`src/rtl/pd_pkg.sv`:
```
// Shared types and constants for the programmable pattern detector.
package pd_pkg;

   typedef enum logic {
      FILL  = 1'b0,
      ARMED = 1'b1
   } pd_state_e;

   // Legacy sequence 0,0,1,0,1 with the first-received symbol in bit 0
   localparam int unsigned PD_LEGACY_LEN = 5;
   localparam logic [PD_LEGACY_LEN-1:0] PD_LEGACY_PAT = 5'b10100;

   function automatic int unsigned pd_len_w(input int unsigned max_len);
      return $clog2(max_len + 1);
   endfunction

endpackage

```
`src/rtl/pd_match_counter.sv`:
```
// Saturating match counter; an increment beats a coincident clear (result 1).
module pd_match_counter #(
   parameter int unsigned CNT_W = 16
) (
   input  logic             clk,
   input  logic             rst,
   input  logic             inc_i,
   input  logic             clr_i,
   output logic [CNT_W-1:0] cnt_o
);

   logic [CNT_W-1:0] cnt_q, cnt_d;

   always_comb begin
      cnt_d = cnt_q;
      if (inc_i) begin
         if (clr_i)       cnt_d = CNT_W'(1);
         else if (~&cnt_q) cnt_d = cnt_q + CNT_W'(1);
      end else if (clr_i) begin
         cnt_d = '0;
      end
   end

   always_ff @(posedge clk or negedge rst) begin
      if (!rst) cnt_q <= '0;
      else      cnt_q <= cnt_d;
   end

   assign cnt_o = cnt_q;

endmodule

```
`src/rtl/pattern_det_param.sv`:
```
// Runtime-programmable sequence detector with overlap mode and match counter.
// Optional PD_MASK_EN adds a per-position don't-care mask (cfg_mask).
module pattern_det_param
   import pd_pkg::*;
#(
   parameter int unsigned SYM_W   = 1,
   parameter int unsigned MAX_LEN = 8,
   parameter int unsigned CNT_W   = 16,
   parameter int unsigned DEF_LEN = 5,
   parameter logic [MAX_LEN*SYM_W-1:0] DEF_PAT = (MAX_LEN*SYM_W)'('h14),
   localparam int unsigned LEN_W  = pd_len_w(MAX_LEN)
) (
   input  logic                     clk,
   input  logic                     rst,
   input  logic                     valid,
   input  logic [SYM_W-1:0]         in,
   input  logic                     mode_ovl,
   input  logic                     cfg_we,
   input  logic [LEN_W-1:0]         cfg_len,
   input  logic [MAX_LEN*SYM_W-1:0] cfg_pat,
`ifdef PD_MASK_EN
   input  logic [MAX_LEN-1:0]       cfg_mask,
`endif
   input  logic                     cnt_clr,
   output logic                     out,
   output logic [CNT_W-1:0]         match_cnt,
   output logic                     cfg_err
);

   logic [MAX_LEN-1:0][SYM_W-1:0] hist_q, hist_d, shifted;
   logic [MAX_LEN-1:0][SYM_W-1:0] pat_q, pat_d;
   logic [LEN_W-1:0]              len_q, len_d;
   logic [LEN_W-1:0]              fill_q, fill_d, fill_inc;
   pd_state_e                     state_q, state_d;
   logic                          out_q, out_d;
   logic                          err_q, err_d;
   logic [MAX_LEN-1:0]            mask;
   logic [SYM_W-1:0]              sel;
   logic                          hit, match_c, cfg_ok;

`ifdef PD_MASK_EN
   logic [MAX_LEN-1:0] mask_q, mask_d;

   always_ff @(posedge clk or negedge rst) begin
      if (!rst) mask_q <= '0;
      else      mask_q <= mask_d;
   end

   always_comb begin
      mask_d = mask_q;
      if (cfg_we && cfg_ok) mask_d = cfg_mask;
   end

   assign mask = mask_q;
`else
   assign mask = '0;
`endif

   assign shifted  = {hist_q[MAX_LEN-2:0], in};
   assign fill_inc = (fill_q == LEN_W'(MAX_LEN)) ? fill_q : fill_q + LEN_W'(1);
   assign cfg_ok   = (cfg_len != '0) && (cfg_len <= LEN_W'(MAX_LEN));

   // Pattern position k lines up with the symbol of age len-1-k (age 0 = newest)
   always_comb begin
      hit = 1'b1;
      sel = '0;
      for (int unsigned k = 0; k < MAX_LEN; k++) begin
         sel = '0;
         for (int unsigned a = 0; a < MAX_LEN; a++) begin
            if (a + k + 32'd1 == 32'(len_q)) sel = shifted[a];
         end
         if ((k < 32'(len_q)) && !mask[k] && (sel != pat_q[k])) hit = 1'b0;
      end
   end

   assign match_c = valid && !cfg_we && hit &&
                    ((state_q == ARMED) || (32'(fill_q) + 32'd1 >= 32'(len_q)));

   always_comb begin
      hist_d  = hist_q;
      pat_d   = pat_q;
      len_d   = len_q;
      fill_d  = fill_q;
      state_d = state_q;
      err_d   = err_q;
      out_d   = 1'b0;
      if (cfg_we) begin
         fill_d  = '0;
         state_d = FILL;
         if (cfg_ok) begin
            len_d = cfg_len;
            pat_d = cfg_pat;
            err_d = 1'b0;
         end else begin
            err_d = 1'b1;
         end
      end else if (valid) begin
         hist_d = shifted;
         out_d  = match_c;
         if (match_c && !mode_ovl) begin
            fill_d  = '0;
            state_d = FILL;
         end else begin
            fill_d  = fill_inc;
            state_d = (32'(fill_inc) >= 32'(len_q)) ? ARMED : FILL;
         end
      end
   end

   always_ff @(posedge clk or negedge rst) begin
      if (!rst) begin
         hist_q  <= '0;
         pat_q   <= DEF_PAT;
         len_q   <= LEN_W'(DEF_LEN);
         fill_q  <= '0;
         state_q <= FILL;
         out_q   <= 1'b0;
         err_q   <= 1'b0;
      end else begin
         hist_q  <= hist_d;
         pat_q   <= pat_d;
         len_q   <= len_d;
         fill_q  <= fill_d;
         state_q <= state_d;
         out_q   <= out_d;
         err_q   <= err_d;
      end
   end

   pd_match_counter #(.CNT_W(CNT_W)) u_cnt (
      .clk   (clk),
      .rst   (rst),
      .inc_i (match_c),
      .clr_i (cnt_clr),
      .cnt_o (match_cnt)
   );

   assign out     = out_q;
   assign cfg_err = err_q;

endmodule

```
`config.mk`:
```
export PLATFORM = sky130hd
export DESIGN_NAME = pattern_det_param
export DESIGN_NICKNAME = d
export VERILOG_FILES = /design/src/rtl/pd_pkg.sv /design/src/rtl/pd_match_counter.sv /design/src/rtl/pattern_det_param.sv
export SDC_FILE = /design/constraint.sdc
export NUM_CORES = 1
export LEC_CHECK = 0
export CAP_MARGIN = 20
export CORE_UTILIZATION = 55
export CTS_CLUSTER_SIZE = 14
export DETAILED_ROUTE_END_ITERATION = 6
export PLACE_DENSITY = 0.78
export SETUP_SLACK_MARGIN = 0.02
export SLEW_MARGIN = 20
export SYNTH_ARGS = -nofsm -noshare
export SYNTH_HDL_FRONTEND = slang
export SYNTH_SLANG_ARGS = --single-unit
export TNS_END_PERCENT = 1
```
`constraint.sdc`:
```
create_clock -name clk -period 6.75 [get_ports clk]
set_clock_uncertainty 0.1 [all_clocks]
set_input_delay 1.0125 -clock clk [delete_from_list [all_inputs] [get_ports clk]]
set_output_delay 1.0125 -clock clk [all_outputs]
set_load 0.02 [all_outputs]
```
Yosys cells after proc, flatten, opt, wreduce, memory -nomap -nowiden
Cells that the tools add are included.

Add/sub/neg operators: 3. $mul: 0. Div/mod/pow operators: 0. Order comparisons: 11. Equality and inequality tests: 25. Shift operators: 0. Muxes and demuxes: 87. Bitwise logic cells: 1. Reduce and logical (&&, ||, !) cells: 23.

Operators with widths (count): 1-bit 2-to-1 mux (79); 16-bit 2-to-1 mux (4); 4-bit == test, first input constant (8); 16-bit by 1-bit adder with 16-bit output, second input constant (1); 3-bit by 4-bit == test with 1-bit output, first input constant (4); 3-bit by 4-bit less-than comparator with 1-bit output, first input constant (4); 4-bit 2-to-1 mux (4); 16-bit AND reduction (1); 1-bit logical AND (13); 2-bit by 4-bit == test with 1-bit output, first input constant (2); 1-bit by 4-bit less-than comparator with 1-bit output, first input constant (2); 2-bit by 4-bit less-than comparator with 1-bit output, first input constant (2); 1-bit inequality test (8); 2-bit AND reduction (3); 4-bit by 1-bit adder with 5-bit output, second input constant (1); 5-bit by 4-bit greater-or-equal comparator with 1-bit output (1); 4-bit by 1-bit adder with 4-bit output, second input constant (1); 1-bit by 4-bit == test with 1-bit output, first input constant (1); 4-bit == test, second input constant (1); 4-bit greater-or-equal comparator (1); 4-bit <= comparator, second input constant (1); 2-bit nonzero test (2); 4-bit nonzero test (1); 1-bit zero test (2); 3 further kinds (3).

Bits in registers: 42. Bits in latches: 0. RAM bits: 0. ROM bits: 0. Input bits: 19. Logic and storage cells: 171. Memories: 0.

Logic depth before layout (Yosys ltp)
Gate-level depths: netlist of run 1.

Depth in word-level cells: 25. Depth in mapped cells: 14. Depth with buffers taken out: 12.

Cells and area by module
Synthesis of run 1 repeated with hierarchy kept, for this count alone.

Cells, all modules: 361. Area, all modules: 3271.9 sq um.

Modules (own cells, without submodules): pattern_det_param (instances 1, cells each 264, area each 2338.5 sq um); pd_match_counter (instances 1, cells each 97, area each 933.4 sq um).

Worst setup path before layout of run 1
OpenSTA, ideal clock, no wires.

Path type: input to register. From: input cfg_we. To: register u_cnt.cnt_q[12] (netlist: u_cnt.cnt_o[12]). Setup time: 125 ps. Arrival time: 3302 ps. Setup slack: 3223 ps. Stages on the path: 10. Path buffers: 3. Cell sequence: clkbuf_1 -> nor2_1 -> o31ai_1 -> a211oi_2 -> nand4_1 -> or4_1 -> buf_2 -> buf_6 -> nor3_1 -> mux2_2.

Longest elaborated chain between the ends: 6. Elaborated cells between the ends (all ways): 7.

RTL lines: start, declared (RTL line pattern_det_param.sv:18) `input logic cfg_we,`; 1-bit zero test * (RTL line pattern_det_param.sv:76) `assign match_c = valid && !cfg_we && hit &&`; 1-bit logical AND * (3 in series) (RTL line pattern_det_param.sv:76); 2-bit nonzero test (no source line); 2-bit AND reduction (no source line); end signal, assigned (RTL line pd_match_counter.sv:26) `else cnt_q <= cnt_d;`; end, declared (RTL line pd_match_counter.sv:12) `logic [CNT_W-1:0] cnt_q, cnt_d;`.

Mark *: on every way between the ends. The rest lies on a longest branch, timed or not. A chain may end at the register's enable or synchronous reset.

Worst setup path in the final report of run 1
From: register len_q[1]. To: register u_cnt.cnt_q[13] (netlist: u_cnt.cnt_o[13]).

Longest elaborated chain between the ends: 23. Elaborated cells between the ends (all ways): 118.

RTL lines: start, declared (RTL line pattern_det_param.sv:32) `logic [LEN_W-1:0] len_q, len_d;`; start signal, assigned (RTL line pattern_det_param.sv:114) `len_q <= LEN_W'(DEF_LEN);`; start signal, assigned (RTL line pattern_det_param.sv:122) `len_q <= len_d;`; 1-bit by 4-bit == test with 1-bit output (RTL line pattern_det_param.sv:70) `if (a + k + 32'd1 == 32'(len_q)) sel = shifted[a];`; 1-bit 2-to-1 mux (8 in series) (RTL line pattern_det_param.sv:70); 1-bit inequality test (RTL line pattern_det_param.sv:72) `if ((k < 32'(len_q)) && !mask[k] && (sel != pat_q[k])) hit = 1'b0;`; 1-bit logical AND (RTL line pattern_det_param.sv:72); 1-bit 2-to-1 mux (8 in series) (RTL line pattern_det_param.sv:72); 1-bit logical AND (RTL line pattern_det_param.sv:76); 1-bit logical AND * (RTL line pattern_det_param.sv:76); 2-bit nonzero test (no source line); 2-bit AND reduction (no source line).

Marks and branches as above.

==> results of run 1 <==
[cells in the mapped netlist, types with 3 or more instances]
master / number / share of area
a211oi_1: 5 / 0.011
a21o_1: 3 / 0.0068
a21oi_1: 18 / 0.027
a31oi_1: 3 / 0.0056
and2_1: 3 / 0.0056
buf_2: 8 / 0.012
buf_6: 6 / 0.020
clkbuf_1: 10 / 0.011
dfrtp_1: 38 / 0.29
dfstp_2: 4 / 0.032
ha_1: 11 / 0.041
inv_1: 10 / 0.011
mux2_2: 26 / 0.088
mux2i_1: 7 / 0.021
nand2_1: 23 / 0.026
nand2b_1: 12 / 0.023
nand3_1: 12 / 0.018
nand3b_1: 4 / 0.0090
nand4_1: 12 / 0.023
nor2_1: 27 / 0.030
nor2b_1: 12 / 0.023
nor3_1: 10 / 0.015
o2111ai_1: 3 / 0.0079
o21ai_0: 16 / 0.024
o21bai_1: 3 / 0.0068
o22ai_1: 5 / 0.0094
o311a_1: 3 / 0.0090
o31ai_1: 10 / 0.023
or2_2: 3 / 0.0056
or3_1: 4 / 0.0075
or4_1: 7 / 0.016
xnor2_1: 6 / 0.016
xor2_1: 4 / 0.011
[registers in the layout (all words and copies together), names as in the netlist]
register     cells
state_q          1
pat_q            8
len_q            4
u_cnt.cnt_o     16
fill_q           4
out              1
hist_q           7
cfg_err          1
[layout make-up]
cell class | instances | share of cell area
tap | 72 | 0.0240
clock buffer | 6 | 0.0220
inverter | 12 | 0.0120
clock inverter | 2 | 0.0160
sequential | 42 | 0.281
multi-input combinational | 290 | 0.550
timing repair buffer | 36 | 0.0946
[worst paths after layout]
kind                           from               to  cells past startpoint
setup / recovery           len_q[1]  u_cnt.cnt_o[13]                      9
hold / removal              cfg_err          cfg_err                      1
setup reg to reg           len_q[1]  u_cnt.cnt_o[13]                      9
hold reg to reg             cfg_err          cfg_err                      1
max in group asynchronous       rst   u_cnt.cnt_o[9]                      1
min in group asynchronous       rst         pat_q[1]                      1
[power by group through the flow]
stage          clock network, mW  logic [mW]  registers (mW)
5_1_grt                    0.264       0.348           0.397
3_3_place_gp                   0       0.301           0.389
2_1_floorplan                  0       0.299           0.320
4_1_cts                    0.254       0.312           0.387
6_report                   0.251       0.314           0.390
3_5_place_dp                   0       0.310           0.392
[routing by layer]
metal / up-vias / wire length [um]
met1: 1436 / 3790
met2: 111 / 3930
met4: 0 / 199
li1: 1416 / -
met5: - / 0
met3: 21 / 466
[cells by family after synthesis]
kind of cell / after synthesis
adders and majority gates: 11
xor gates and xnor gates: 10
buffers and inverters: 39
muxes: 35
and+or+nand+nor: 137
DFF: 42
AOI/OAI and AO/OA: 97
[worst max-delay path, delay by kind of cell, from the launching register on]
family,cells,cell delay (ns)
AND/OR/NAND/NOR,2,1.54
flip-flops,1,0.99
AO/OA/AOI/OAI,5,0.68
buffers and inverters,1,0.53
adder cells (fa/ha/maj),1,0.43
[metrics by stage]
step	cell area [um^2]	hold WS, ns
4_1_cts	3760	0.387
3_3_place_gp	3610	0.363
6_report	3760	0.386
5_1_grt	3760	0.402
2_1_floorplan	3330	0.400
3_5_place_dp	3610	0.373
==> flow_summary.ini, run 1 <==
[timing]
timing.slew.headroom = 0.350
hold_viol = 0
fin_tns_setup_ns = 0
setup_viol = 0
tightest_slew_ns = 0.975
min_period_over_period = 0.649
max_freq_mhz = 228
period_minus_slack_ns = 4.38
rsz0062_at_grt = no
drv_slew = 0
fin_ws_ns = 2.37

[cells_and_area]
multiInputGateArea_um2 = 2070
ff_latch_area_um2 = 1060
syn2layout_area_growth_pct = 12.8
finish.utilization = 0.662
fillers = 509
layout.cells.non_filler = 460
final_layout_size_suffix_gt1_frac = 0.139
layout_commonest_cell = dfrtp_1
final_cell_mix = dfrtp_1 (38), clkdlybuf4s50_1 (35), nor2_1 (27), mux2_2 (26), nand2_1 (23)
diodes = 0
fin_nets = 417

[route]
drt_iter0_drc = 269
wl_per_cell_um = 18.2
drt_wl_total_um = 8390
first_pass_iters = 5
vias = 2984
drtAntennaViolNets = 0
drc = 0
post_drt_via_cell_ratio = 6.49

[global_route]
track_usage = 0.287
grt_pass1_vias = 2829
met1_usage = 0.396
use_met2 = 0.440
grtUsageMet3 = 0.0594
grt_first_pass_wirelength_um = 14000
top_usage_layer = met2
grt_max_degree = 45
overflow = 0
antenna_found_initial = 0

[synthesis]
syn_inst = 371
synthArstFlopShare = 1.00
synth_compound_area_frac = 0.214
synthMuxAreaShare = 0.120
synthFlopType = dfrtp_1
synth_top_family_by_area = simple AND/OR/NAND/NOR gates
synthAdderAreaFrac = 0.0413
syn_area_um2 = 3330
ys_types = 69
synth_warnings = 0
synth_nets = 401
avgSynthCellArea_um2 = 8.97
synth_edf_count = 0
synthXorXnorAreaFrac = 0.0263
yosysSeqAreaShare = 0.317
ys_ff_latch = 42
synth-simple-area-share = 0.219

[worst_setup_path]
cp_slowest_cell = dfrtp_1
cp-start-kind = register
cp_slowest_stage_delay_ns = 0.99
cp_cell_sequence = clkinv_1 -> ha_1 -> a211oi_1 -> o21ai_0 -> o311a_1 -> o2111ai_1 -> or4_1 -> or4_1 -> a21oi_1
reg2reg_slack_ns = 2.37
worst_path_most_repeated_cell = or4_1
critPathCaptureType = register
critPathRequiredTime_ns = 6.87
path_class = register to register
critical_path_arrival_ns = 4.50
crit_fanout = 33

[power_and_ir_drop]
combPwrFrac = 0.329
internal-power_mw = 0.596
swShare = 0.376
powerDensity_nw_per_um2 = 254
p_leak_nw = 1.46
clkPwrFrac = 0.263
finalPower_mw = 0.954
pwr-share-seq = 0.408
vdd_drop_max_mv = 0.143
p_switching_mw = 0.359

[clocking]
clk_pin_slew_ns = 0.08
cts_setup_buffers = 0
cts_root_buffer = clkbuf_8
cts.sinks = 42
cts_hold_buf = 0
clock_latency_ns = 0.30
htree_levels = 2
cts_tree = built
cts_resized = 0
cts_buffer_depth = 2
cts_buffers = 5

[place]
port_buffers = 36
place_congestion = 0.917
dp_cells = 452
hpwl_um = 5870
place_ws_ns = 2.18

[floorplanning]
rows = 27
initial_core_util = 0.587
coreArea_um2 = 5680
fp.dieH_um = 79.8
die-area_um2 = 6370
io_pins = 37
die_w_um = 79.8

[run]
cap_violations = 0

[outcome]
status = completed

[min_path]
hp-class = register to register
No activity file was read; power rests on OpenSTA's default activity.
==> run 2, diff against run 1 <==
- CORE_UTILIZATION: 55 -> 52
- clock period: 6.75 -> 3.8 ns (I/O delays scaled with it)
==> run 2 against run 1 <==
Net effect:
- global-route usage decreased by 2.1 points
- first-iteration DRC count increased by 11%
- via count increased by 2.6%
- setup slack got worse by 2.1 ns
- critical path type unchanged
==> flow_summary.ini, run 2 (same netlist as run 1, synthesis figures left out) <==
[outcome]
status = completed

[route]
drt_iter0_drc = 298
vias = 3061
first_pass_iters = 5
drc = 0
drtAntennaViolNets = 0
drt_wl_total_um = 8290
wl_per_cell_um = 17.4
post_drt_via_cell_ratio = 6.42

[floorplanning]
io_pins = 37
rows = 28
die-area_um2 = 6730
die_w_um = 82.0
coreArea_um2 = 6060
initial_core_util = 0.549
fp.dieH_um = 82.0

[timing]
rsz0062_at_grt = no
setup_viol = 0
fin_tns_setup_ns = 0
timing.slew.headroom = 0.360
hold_viol = 0
max_freq_mhz = 284
tightest_slew_ns = 0.959
drv_slew = 0
min_period_over_period = 0.926
period_minus_slack_ns = 3.52

[cells_and_area]
diodes = 0
fillers = 522
final_cell_mix = dfrtp_1 (38), clkdlybuf4s50_1 (35), nor2_1 (27), mux2_2 (26), nand2_1 (23)
layout_commonest_cell = dfrtp_1
finish.utilization = 0.633
syn2layout_area_growth_pct = 15.3
final_layout_size_suffix_gt1_frac = 0.167
fin_nets = 431
largest_reg_flops = 16

[power_and_ir_drop]
p_leak_nw = 1.52
vdd_drop_max_mv = 0.325
powerDensity_nw_per_um2 = 428

[clocking]
clk_pin_slew_ns = 0.09
cts_buffers = 5
cts_tree = built
cts_buffer_depth = 2
htree_levels = 2
cts_root_buffer = clkbuf_8
cts_setup_buffers = 0
clock_latency_ns = 0.30
cts_resized = 0
cts.sinks = 42
cts_hold_buf = 0

[global_route]
antenna_found_initial = 0
grt_pass1_vias = 2903
track_usage = 0.267
grt_first_pass_wirelength_um = 13900
overflow = 0
grt_max_degree = 43

[worst_setup_path]
crit_fanout = 25
r2r-start = fill_q[0]
crit_path_start = fill_q[0]
cp_cell_sequence = ha_1 -> xor2_1 -> ha_1 -> o21ai_0 -> o21ai_0 -> o311a_1 -> o2111ai_1 -> or4_1 -> buf_4 -> or4_1 -> a21oi_1
cp-start-kind = register
cp_slowest_stage_delay_ns = 0.52
cp_slowest_cell = or4_1
path_class = register to register
crit_buf_inv = 1
critical_path_arrival_ns = 3.65
critPathRequiredTime_ns = 3.93
critPathCaptureType = register
cp_top_family = simple AND/OR/NAND/NOR gates

[place]
hpwl_um = 5790
place_congestion = 0.893
port_buffers = 36

[min_path]
hp-class = primary input to async pin

[run]
cap_violations = 0
-- run 2: cell types whose count changed in the layout (fill, tap and decap cells not counted) --
cell,previous run,this run
bufinv_16,2,1
clkbuf_1,0,1
buf_4,0,14
-- run 2: layer usage --
layer | up-vias | track usage | wire [um] | part of all wire
li1 | 1451 | - | - | -
met1 | 1474 | 0.369 | 3760 | 0.45
met2 | 120 | 0.429 | 3930 | 0.47
met3 | 16 | 0.0422 | 481 | 0.058
met4 | 0 | 0.0719 | 116 | 0.014
met5 | - | 0 | 0 | 0
-- run 2: area by class of cell --
class,instances,area (um^2),area share
Sequential cell,42,1060,0.275
Clock inverter,1,30.0,0.00782
Tap cell,75,93.8,0.0244
Multi-Input combinational cell,290,2070,0.538
Inverter,12,45.0,0.0117
Clock buffer,7,86.3,0.0225
Timing Repair Buffer,50,460,0.120
-- run 2: path summary, 6_finish.rpt --
path / depth (start not counted) / endpoint / slack (ns)
max reg2reg: 11 / u_cnt.cnt_o[11] / 0.28
min: 1 / u_cnt.cnt_o[3] / 0.33
max: 11 / u_cnt.cnt_o[11] / 0.28
min reg2reg: 1 / cfg_err / 0.40
max in group asynchronous: 1 / pat_q[0] / 2.68
min in group clk: 1 / cfg_err / 0.40
-- run 2: through the flow --
stage	power [mW]	hold slack (ns)	cells	instance area (um^2)	setup slack [ns]
finish	1.64	0.329	477	3840	0.280
global route	1.74	0.411	477	3840	0.0682
CTS	1.64	0.361	477	3840	0.337
detailed placement	1.26	0.386	469	3720	0.242
global placement	1.25	0.366	469	3720	0.283
floorplan	1.10	0.174	371	3330	0.712
-- run 2: report_power, final --
part / switching, mW / total [mW] / internal [mW]
Clock: 0.156 / 0.371 / 0.214
Sequential: 0.128 / 0.639 / 0.511
Combinational: 0.344 / 0.634 / 0.290
Total: 0.629 / 1.64 / 1.02
-- run 2: worst reg2reg max path, delay by kind of cell, from the launching register on --
kind	cells	cell delay, ns
flip-flops	1	0.47
buffers and inverters	1	0.23
XOR/XNOR	1	0.16
AND/OR/NAND/NOR	2	1.04
AO/OA/AOI/OAI	5	0.89
adder cells (fa/ha/maj)	2	0.55
==> run 3, diff against run 2 <==
--- a/config.mk
+++ b/config.mk
@@ -7,4 +7,5 @@
 export LEC_CHECK = 0
 export CAP_MARGIN = 20
+export CORE_MARGIN = 2
 export CORE_UTILIZATION = 52
 export CTS_CLUSTER_SIZE = 14
==> constraint.sdc (replaced) <==
create_clock -name clk -period 3.8 [get_ports clk]
set_clock_uncertainty 0.1 [all_clocks]
set_input_delay 0.57 -clock clk [delete_from_list [all_inputs] [get_ports clk]]
set_output_delay 0.57 -clock clk [all_outputs]
set_load 0.01 [all_outputs]
==> run 3 against run 2 <==
Net effect:
- final cell count grew 0.84%
- clock-buffer cell count shrank 1
- setup slack lost 0.094 ns
- non-clock buffer count grew 2
- total power shrank 4.8%
- critical endpoint is now u_cnt.cnt_o[10]
- first-iteration DRC count grew 18%
- routed wire length grew 0.34%
- critical path depth is the same
- worst hold slack gained 0.0014 ns
- via count shrank 0.33%
- critical path type unchanged
- global-route usage shrank 2.8 points
- cell area shrank 0.23%
==> flow_summary.ini, run 3 (same netlist as run 1, synthesis figures left out) <==
[outcome]
status = completed

[timing]
max_freq_mhz = 277
setup_viol = 0
tightest_slew_ns = 0.969
hold_viol = 0
rsz0062_at_grt = no
min_period_over_period = 0.951
fin_tns_setup_ns = 0
period_minus_slack_ns = 3.61
fin_ws_ns = 0.185
timing.slew.headroom = 0.354
drv_slew = 0

[global_route]
track_usage = 0.238
grt_pass1_vias = 2885
overflow = 0
grt_max_degree = 43
antenna_found_initial = 0
grt_first_pass_wirelength_um = 13800

[worst_setup_path]
critPathRequiredTime_ns = 3.91
path_class = register to register
cp_slowest_cell = or4_1
cp-start-kind = register
crit_buf_inv = 2
critPathCaptureType = register
crit_fanout = 25
r2r_cells = 11
cp_slowest_stage_delay_ns = 0.53
cp_top_family = simple AND/OR/NAND/NOR gates
worst-path-stages = 11
critical_path_arrival_ns = 3.73
cp_cell_sequence = inv_1 -> ha_1 -> ha_1 -> a211oi_1 -> o21ai_0 -> o311a_1 -> o2111ai_1 -> or4_1 -> buf_4 -> or4_1 -> a21oi_1

[clocking]
cts_buffers = 5
cts.sinks = 42
htree_levels = 2
cts_hold_buf = 0
cts_tree = built
cts_buffer_depth = 2
clock_latency_ns = 0.29
cts_setup_buffers = 0
clk_pin_slew_ns = 0.08
cts_root_buffer = clkbuf_8

[route]
first_pass_iters = 5
drc = 0
wl_per_cell_um = 17.3
vias = 3051
drtAntennaViolNets = 0
post_drt_via_cell_ratio = 6.34
drt_wl_total_um = 8320
drt_iter0_drc = 353

[place]
hpwl_um = 5940
place_ws_ns = 0.157
placed_area_um2 = 3740
port_buffers = 36
place_congestion = 0.949

[floorplanning]
rows = 29
io_pins = 37
coreArea_um2 = 6280
fp.dieH_um = 84.0
die_w_um = 84.0
initial_core_util = 0.530
die-area_um2 = 7060

[cells_and_area]
final_cell_mix = dfrtp_1 (38), clkdlybuf4s50_1 (35), nor2_1 (27), mux2_2 (26), nand2_1 (23)
largest_reg_flops = 16
diodes = 0
final_area_um2 = 3830
fillers = 553
layout_commonest_cell = dfrtp_1
fin_nets = 433
final_layout_size_suffix_gt1_frac = 0.171
finish.utilization = 0.610
syn2layout_area_growth_pct = 15.0

[power_and_ir_drop]
vdd_drop_max_mv = 0.208
p_leak_nw = 1.51
powerDensity_nw_per_um2 = 409

[run]
cap_violations = 0

[min_path]
hp-class = primary input to async pin
[run 3: final cells by class]
cell class              count  area [um^2]  area share
clock inverters             2         13.8     0.00359
flip-flops and latches     42         1060       0.277
inverters                  12         45.0      0.0118
well taps                  77         96.3      0.0252
repair buffers             52          475       0.124
clock buffers               6         72.6      0.0189
multi-input cells         290         2070       0.540
[run 3: metrics by stage]
step                hold slack (ns)  cells  power (mW)
floorplan                     0.174    371        1.10
global placement              0.365    473        1.24
detailed placement            0.371    473        1.27
CTS                           0.357    481        1.56
global route                  0.400    481        1.65
finish                        0.331    481        1.57
[run 3: per-layer routing]
layer	share of wire	GRT usage
met4	0.021	0.0748
met3	0.054	0.0376
met5	0	0
met2	0.48	0.396
met1	0.45	0.319
[run 3: report_power, final]
group | switching (mW) | internal, mW | leakage [nW]
registers | 0.137 | 0.512 | 0.538
logic | 0.331 | 0.296 | 0.929
clock network | 0.159 | 0.130 | 0.0452
[run 3: path summary, 6_finish.rpt]
path	startpoint	end	slack (ns)
min in group clk	cfg_err	cfg_err	0.39
min reg2reg	cfg_err	cfg_err	0.39
max	fill_q[0]	u_cnt.cnt_o[10]	0.19
max reg2reg	fill_q[0]	u_cnt.cnt_o[10]	0.19
min	rst	u_cnt.cnt_o[13]	0.33
max in group asynchronous	rst	len_q[1]	2.68
[run 3: what timing repair did]
action / 4_1_cts / 5_1_grt
hold endpoints to repair: 0 / 0
setup endpoints to repair: 0 / 2
resized for setup: 0 / 1
